## config.mk

```make
export PLATFORM = sky130hd
export DESIGN_NAME = mem_access_stage
export DESIGN_NICKNAME = d
export VERILOG_FILES = /design/src/rtl/mem_access_stage.sv
export SDC_FILE = /design/constraint.sdc
export NUM_CORES = 1
export LEC_CHECK = 0
export CAP_MARGIN = 20
export CORE_MARGIN = 5
export CORE_UTILIZATION = 43
export CTS_BUF_LIST = sky130_fd_sc_hd__clkbuf_8
export CTS_CLUSTER_DIAMETER = 200
export CTS_CLUSTER_SIZE = 24
export DETAILED_ROUTE_END_ITERATION = 16
export PLACE_DENSITY = 0.95
export SYNTH_ARGS = -nofsm -noshare
export SYNTH_HDL_FRONTEND = slang
export SYNTH_SLANG_ARGS = --single-unit
export TNS_END_PERCENT = 1
```

## constraint.sdc

```tcl
create_clock -name clk -period 3.54 [get_ports clk]
set_input_delay 0.708 -clock clk [delete_from_list [all_inputs] [get_ports clk]]
set_output_delay 0.708 -clock clk [all_outputs]
set_load 0.03 [all_outputs]
```

## src/rtl/mem_access_stage.sv

```systemverilog
// MEM stage: data-memory request/ack, store alignment, load formatting, M/W register.
// Optional misaligned-access trap enabled by defining MISALIGN_TRAP_EN.
module mem_access_stage #(
  parameter int unsigned TIMEOUT_CYCLES = 255
) (
  input  logic        clk,
  input  logic        rst,
  input  logic [31:0] alu_out,
  input  logic [31:0] rs2_data,
  input  logic [4:0]  rd_index,
  input  logic [3:0]  dm_w_en,
  input  logic        wb_sel,
  input  logic        wb_en,
  input  logic [2:0]  func3,
  input  logic        ecall_sig,
  output logic        dmem_req,
  output logic [3:0]  dmem_we,
  output logic [31:0] dmem_addr,
  output logic [31:0] dmem_wdata,
  input  logic        dmem_ack,
  input  logic [31:0] dmem_rdata,
  output logic        stall_o,
  output logic [31:0] wb_data_reg,
  output logic [4:0]  rd_index_reg,
  output logic        wb_en_reg,
  output logic        ecall_sig_reg,
  output logic        bus_err,
  output logic        misalign_o
);

  localparam int CW =
    (TIMEOUT_CYCLES > 255) ? $clog2(TIMEOUT_CYCLES + 1) : 8;
  localparam logic [CW-1:0] LAST = CW'(TIMEOUT_CYCLES - 1);
  localparam logic [CW-1:0] CMAX = '1;

  typedef enum logic {IDLE, WAIT} state_t;

  state_t        r_state;
  logic [CW-1:0] r_wait_cnt;

  logic          w_mem_op;
  logic          w_misal;
  logic          w_abort;
  logic          w_bubble;
  logic [31:0]   w_sh;
  logic [31:0]   w_load;
  logic [31:0]   w_wb_data;

  assign w_mem_op = wb_sel | (|dm_w_en);

`ifdef MISALIGN_TRAP_EN
  assign w_misal = w_mem_op &
    (((func3[1:0] == 2'b01) & alu_out[0]) |
     ((func3[1:0] == 2'b10) & (|alu_out[1:0])));
`else
  assign w_misal = 1'b0;
`endif

  // Ack in the last allowed cycle wins over the timeout
  assign w_abort = w_mem_op & ~w_misal & ~dmem_ack &
                   (r_wait_cnt == LAST);

  assign dmem_req   = w_mem_op & ~w_misal & ~w_abort;
  assign dmem_we    = dm_w_en;
  assign dmem_addr  = {alu_out[31:2], 2'b00};
  assign dmem_wdata = rs2_data << {alu_out[1:0], 3'b000};
  assign stall_o    = dmem_req & ~dmem_ack;
  assign w_bubble   = stall_o | w_abort | w_misal;

  assign w_sh = dmem_rdata >> {alu_out[1:0], 3'b000};

  always_comb begin
    w_load = {24'h0, w_sh[7:0]};
    case (func3)
      3'b000:  w_load = {{24{w_sh[7]}}, w_sh[7:0]};
      3'b001:  w_load = {{16{w_sh[15]}}, w_sh[15:0]};
      3'b010:  w_load = w_sh;
      3'b100:  w_load = {24'h0, w_sh[7:0]};
      3'b101:  w_load = {16'h0, w_sh[15:0]};
      default: w_load = {24'h0, w_sh[7:0]};
    endcase
  end

  assign w_wb_data = wb_sel ? w_load : alu_out;

  always_ff @(posedge clk or negedge rst) begin
    if (!rst) begin
      r_state       <= IDLE;
      r_wait_cnt    <= '0;
      wb_data_reg   <= '0;
      rd_index_reg  <= '0;
      wb_en_reg     <= 1'b0;
      ecall_sig_reg <= 1'b0;
      bus_err       <= 1'b0;
      misalign_o    <= 1'b0;
    end else begin
      bus_err    <= w_abort;
      misalign_o <= w_misal;
      case (r_state)
        IDLE:    r_state <= stall_o ? WAIT : IDLE;
        WAIT:    r_state <= stall_o ? WAIT : IDLE;
        default: r_state <= IDLE;
      endcase
      if (stall_o)
        r_wait_cnt <= (r_wait_cnt == CMAX) ? r_wait_cnt
                                           : r_wait_cnt + 1'b1;
      else
        r_wait_cnt <= '0;
      if (w_bubble) begin
        wb_en_reg     <= 1'b0;
        ecall_sig_reg <= 1'b0;
      end else begin
        wb_data_reg   <= w_wb_data;
        rd_index_reg  <= rd_index;
        wb_en_reg     <= wb_en;
        ecall_sig_reg <= ecall_sig;
      end
    end
  end

endmodule
```

After elaboration in Yosys (flattened, before gate mapping)
Index checks and enable logic that the tools add are counted.
{ "totals": {"reg_bits": 48, "input_bits": 114, "out_inout_bits": 111, "word_cells": 31} }
{ "classes": {"n_addsub": 1, "n_eq_ne": 6, "shift": 2, "mux": 6, "n_bitwise": 8, "n_reduce_logical": 2} }
{ "op_table": {"columns": ["cell", "n"], "rows": [
  ["one-hot mux 32 bit (4 select lines)", 1],
  ["two-way mux 32 bit", 1],
  ["<< shifter 32 x 5 -> 32 bit", 1],
  ["right shift 32 x 5 -> 32 bit", 1],
  ["equality test 8 bit, second input constant", 2],
  ["two-way mux 8 bit", 2],
  ["adder 8 x 1 -> 8 bit, second input constant", 1],
  ["bitwise AND 1 bit", 4],
  ["OR reduction 4 bit", 1],
  ["equality test 3 x 1 -> 1 bit, second input constant", 1],
  ["equality test 3 x 2 -> 1 bit, second input constant", 1],
  ["equality test 3 bit, second input constant", 1],
  ["logical NOT 3 bit", 1],
  ["two-way mux 1 bit", 2],
  ["!= test 2 bit, second input constant", 1],
  ["NOT 1 bit", 2],
  ["bitwise OR 1 bit", 2]
]} }

Longest topological paths before layout
{ "logic_depth": {"ltp_word": 9, "ltp_mapped": 7, "ltp_nobuf": 5} }

Least setup slack after synthesis
Ideal clock, no wire load.
{ "synth_path": {"path_type": "input-to-output", "start": "in alu_out[0]", "end": "out dmem_wdata[16]", "t_arrival_ns": 2.148, "required_time_ns": 2.832, "slack_ns": 0.684, "path_stages": 5, "path_buffers": 4, "path_cell_list": "buf_2 -> buf_2 -> buf_2 -> buf_2 -> o21ai_0"} }
{ "synth_between": {"elab_chain_cells": 1} }
{ "synth_lines": {"columns": ["item", "line_no", "source"], "rows": [
  ["from (decl)", "8", "input logic [31:0] alu_out,"],
  ["<< shifter 32 x 5 -> 32 bit", "66", "assign dmem_wdata = rs2_data << {alu_out[1:0], 3'b000};"],
  ["to (decl)", "19", "output logic [31:0] dmem_wdata,"]
]} }
Every way passes these cells.

Final worst setup path
{ "layout_path": {"start": "in alu_out[1]", "end": "out dmem_wdata[17]"} }
Same word-level chain as after synthesis.

==> impl_results.md <==
* CP max stage cell: nor2b_1
* Die Y-Extent at between 100 and 150 um
* Max_slew headroom at 0.541
* Reg clk slew, reported paths at approximately 0.090 ns
* Io pins at approximately 230
* Commonest register cell after synthesis: dfrtp_1
* Setup CP Type: in2out
* Row cnt at 34
* Syn_area_per_cell at between 8 and 9 um2
* Largest net degree at the start of global routing at 49
* Most used cell, CP: buf_4
* Largest register FFs at 32
* Postcts setup bufs at 0
* Status: completed
* Hold Vio Cnt, Final at 0
* CTS tree: done
* CTS HTree Levels at 2
* Hold WC Path Type: in2async
* Critical path's top delay family: buffers and inverters
* Util after Layout at 0.683
* Layout cells sized above 1 at 0.0946
* Pwr per Cell Area at about 310 nW/um2
* Max Cap Viol at 0
* Part of the cycle the worst path needs at 0.872
* Yosys Warn Count at 0
* Critical path endpoint category: primary output
* Routability Congestion at around 0.9
* # clock sinks at 48
* Vias at 3976
* Total grt overflow at 0
* Setup tns final at 0 ns
* CTS resizes at 0
* Later-pin clock latency in the skew report at about 0.30 ns
* Mapped Cells at 441
* Die area at about 11000 um2
* Skew final at 0.00551 ns
* Static leakage at ~2.5 nW
* IO Port Bufs at 221
* RSZ-0062 raised after global routing: false
* CP bufs+invs at 4
* GRT Util Overall at 0.240
* Commonest non-fill, non-tap cells in the layout: clkdlybuf4s50_1, mux2i_1, dfrtp_1
* Startpoint Class: primary input
* Hold Buf Count CTS at 0
* Sequential area share after synthesis at 0.307
* Final setup fails at 0
* Crit path required time at 2.83 ns
* Nets at 730
* VDD IR max at ~0.00018 V
* Clock root buffer: clkbuf_8
* Clk buf depth at 2
* Yosys reg bits at 48
* Slew @ Worst Pin at approximately 0.7 ns
* Commonest non-fill, non-tap cell in the layout: clkdlybuf4s50_1
* DP HPWL at between 10 and 15 mm
* Post-synth cell types at just under 50
* Core ar. at ~8800 um2
* Routed len/inst at roughly 19 um
* Fin. max-slew vios at 0
* Starting density of the core at 0.445
* Post-DRT Antenna Nets at 0
* First-pass GRT wire length at about 21 mm
* CP arrival at between 2 and 2.5 ns
* Initial antenna violation count at 1
* Fmax at approximately 320 MHz
* Minimum clock period at slightly above 3 ns
* FFs w/ async S/R, synth at 1.00
* CP cell instances: buf_2 > buf_4 > buf_4 > nor2b_1 > nand2_1 > o21ai_0 > buf_12
* DRT iter0 DRCs at 184
* EDFF count, synth at 0
* Mapped Area at about 4000 um2
* Crit-path max FO at 28
* Total CTS buffers at 5
* Die width at around 110 um
* DR pass1 iterations at 4
* Synth-to-Final Area Change at 53.5%
* Drc violations at 0
* Vias in the first global route at 4265
* Crit path largest cell delay at between 0.5 and 0.6 ns
* DRT Wirelength at approximately 14 mm
* Via density per instance at 5.51
layer usage:
metal  track usage  routed length [um]  part of all wire
met4        0.0965                 433             0.031
met1         0.247                5110              0.36
met2         0.455                7370              0.52
met3        0.0648                1140             0.081
met5             0                   0                 0
worst paths after layout:
path                       cells past startpoint  slack [ns]         endpoint            start
setup reg to reg                               4        1.98    r_wait_cnt[3]    r_wait_cnt[0]
max in group asynchronous                      2        2.73    r_wait_cnt[4]              rst
setup / recovery                               7        0.45   dmem_wdata[17]       alu_out[1]
min in group clk                               2        0.48  rd_index_reg[0]  rd_index_reg[0]
hold / removal                                 1        0.30   wb_data_reg[0]              rst
hold reg to reg                                2        0.48  rd_index_reg[0]  rd_index_reg[0]
synthesized netlist by cell type (9+ instances only):
library cell | n | area, um2
buf_2 | 20 | 100
nand2_1 | 40 | 150
nor2_1 | 35 | 131
and2_1 | 10 | 62.6
buf_4 | 37 | 278
mux2i_1 | 57 | 571
nor2b_1 | 25 | 156
a21oi_1 | 21 | 105
a211oi_1 | 26 | 195
a31o_2 | 9 | 78.8
dfrtp_1 | 48 | 1200
o21ai_0 | 20 | 100
a21oi_2 | 9 | 78.8
final cells by class:
| cell class | instances | area, um2 |
|---|---|---|
| fillers | 673 | 2800 |
| clock inverters | 1 | 30.0 |
| flip-flops and latches | 48 | 1200 |
| repair buffers | 232 | 2290 |
| well taps | 108 | 135 |
| inverters | 5 | 18.8 |
| multi-input cells | 322 | 2260 |
| diodes | 1 | 2.50 |
| clock buffers | 5 | 68.8 |
power breakdown:
group / internal (mW) / leakage [nW] / switching, mW / total, mW
Clock: 0.203 / 0.0501 / 0.187 / 0.390
Combinational: 0.393 / 1.88 / 0.464 / 0.858
Sequential: 0.601 / 0.611 / 0.0309 / 0.631
cells by family (layout without fill, tap and decap cells):
group | Yosys count | in the layout | share of synthesized area
and+or+nand+nor | 129 | 129 | 0.167
AOI/OAI and AO/OA | 123 | 123 | 0.228
buffers and inverters | 73 | 243 | 0.118
muxes | 61 | 61 | 0.164
DFF | 48 | 48 | 0.307
xor gates and xnor gates | 4 | 4 | 0.00895
adders and majority gates | 2 | 2 | 0.00639
other | 1 | 4 | 0.000958
through the flow:
step | cells | instance area (um2) | hold slack, ns | worst slack, ns | power [mW]
6_report | 722 | 6010 | 0.297 | 0.452 | 1.88
5_1_grt | 722 | 6010 | 0.305 | 0.272 | 1.96
4_1_cts | 720 | 5990 | 0.485 | 0.443 | 1.89
3_5_place_dp | 714 | 5890 | 0.464 | 0.456 | 1.50
3_3_place_gp | 713 | 5880 | 0.450 | 0.523 | 1.48
2_1_floorplan | 443 | 3920 | 0.412 | 0.684 | 1.12
(Power assumes the default switching activity.)
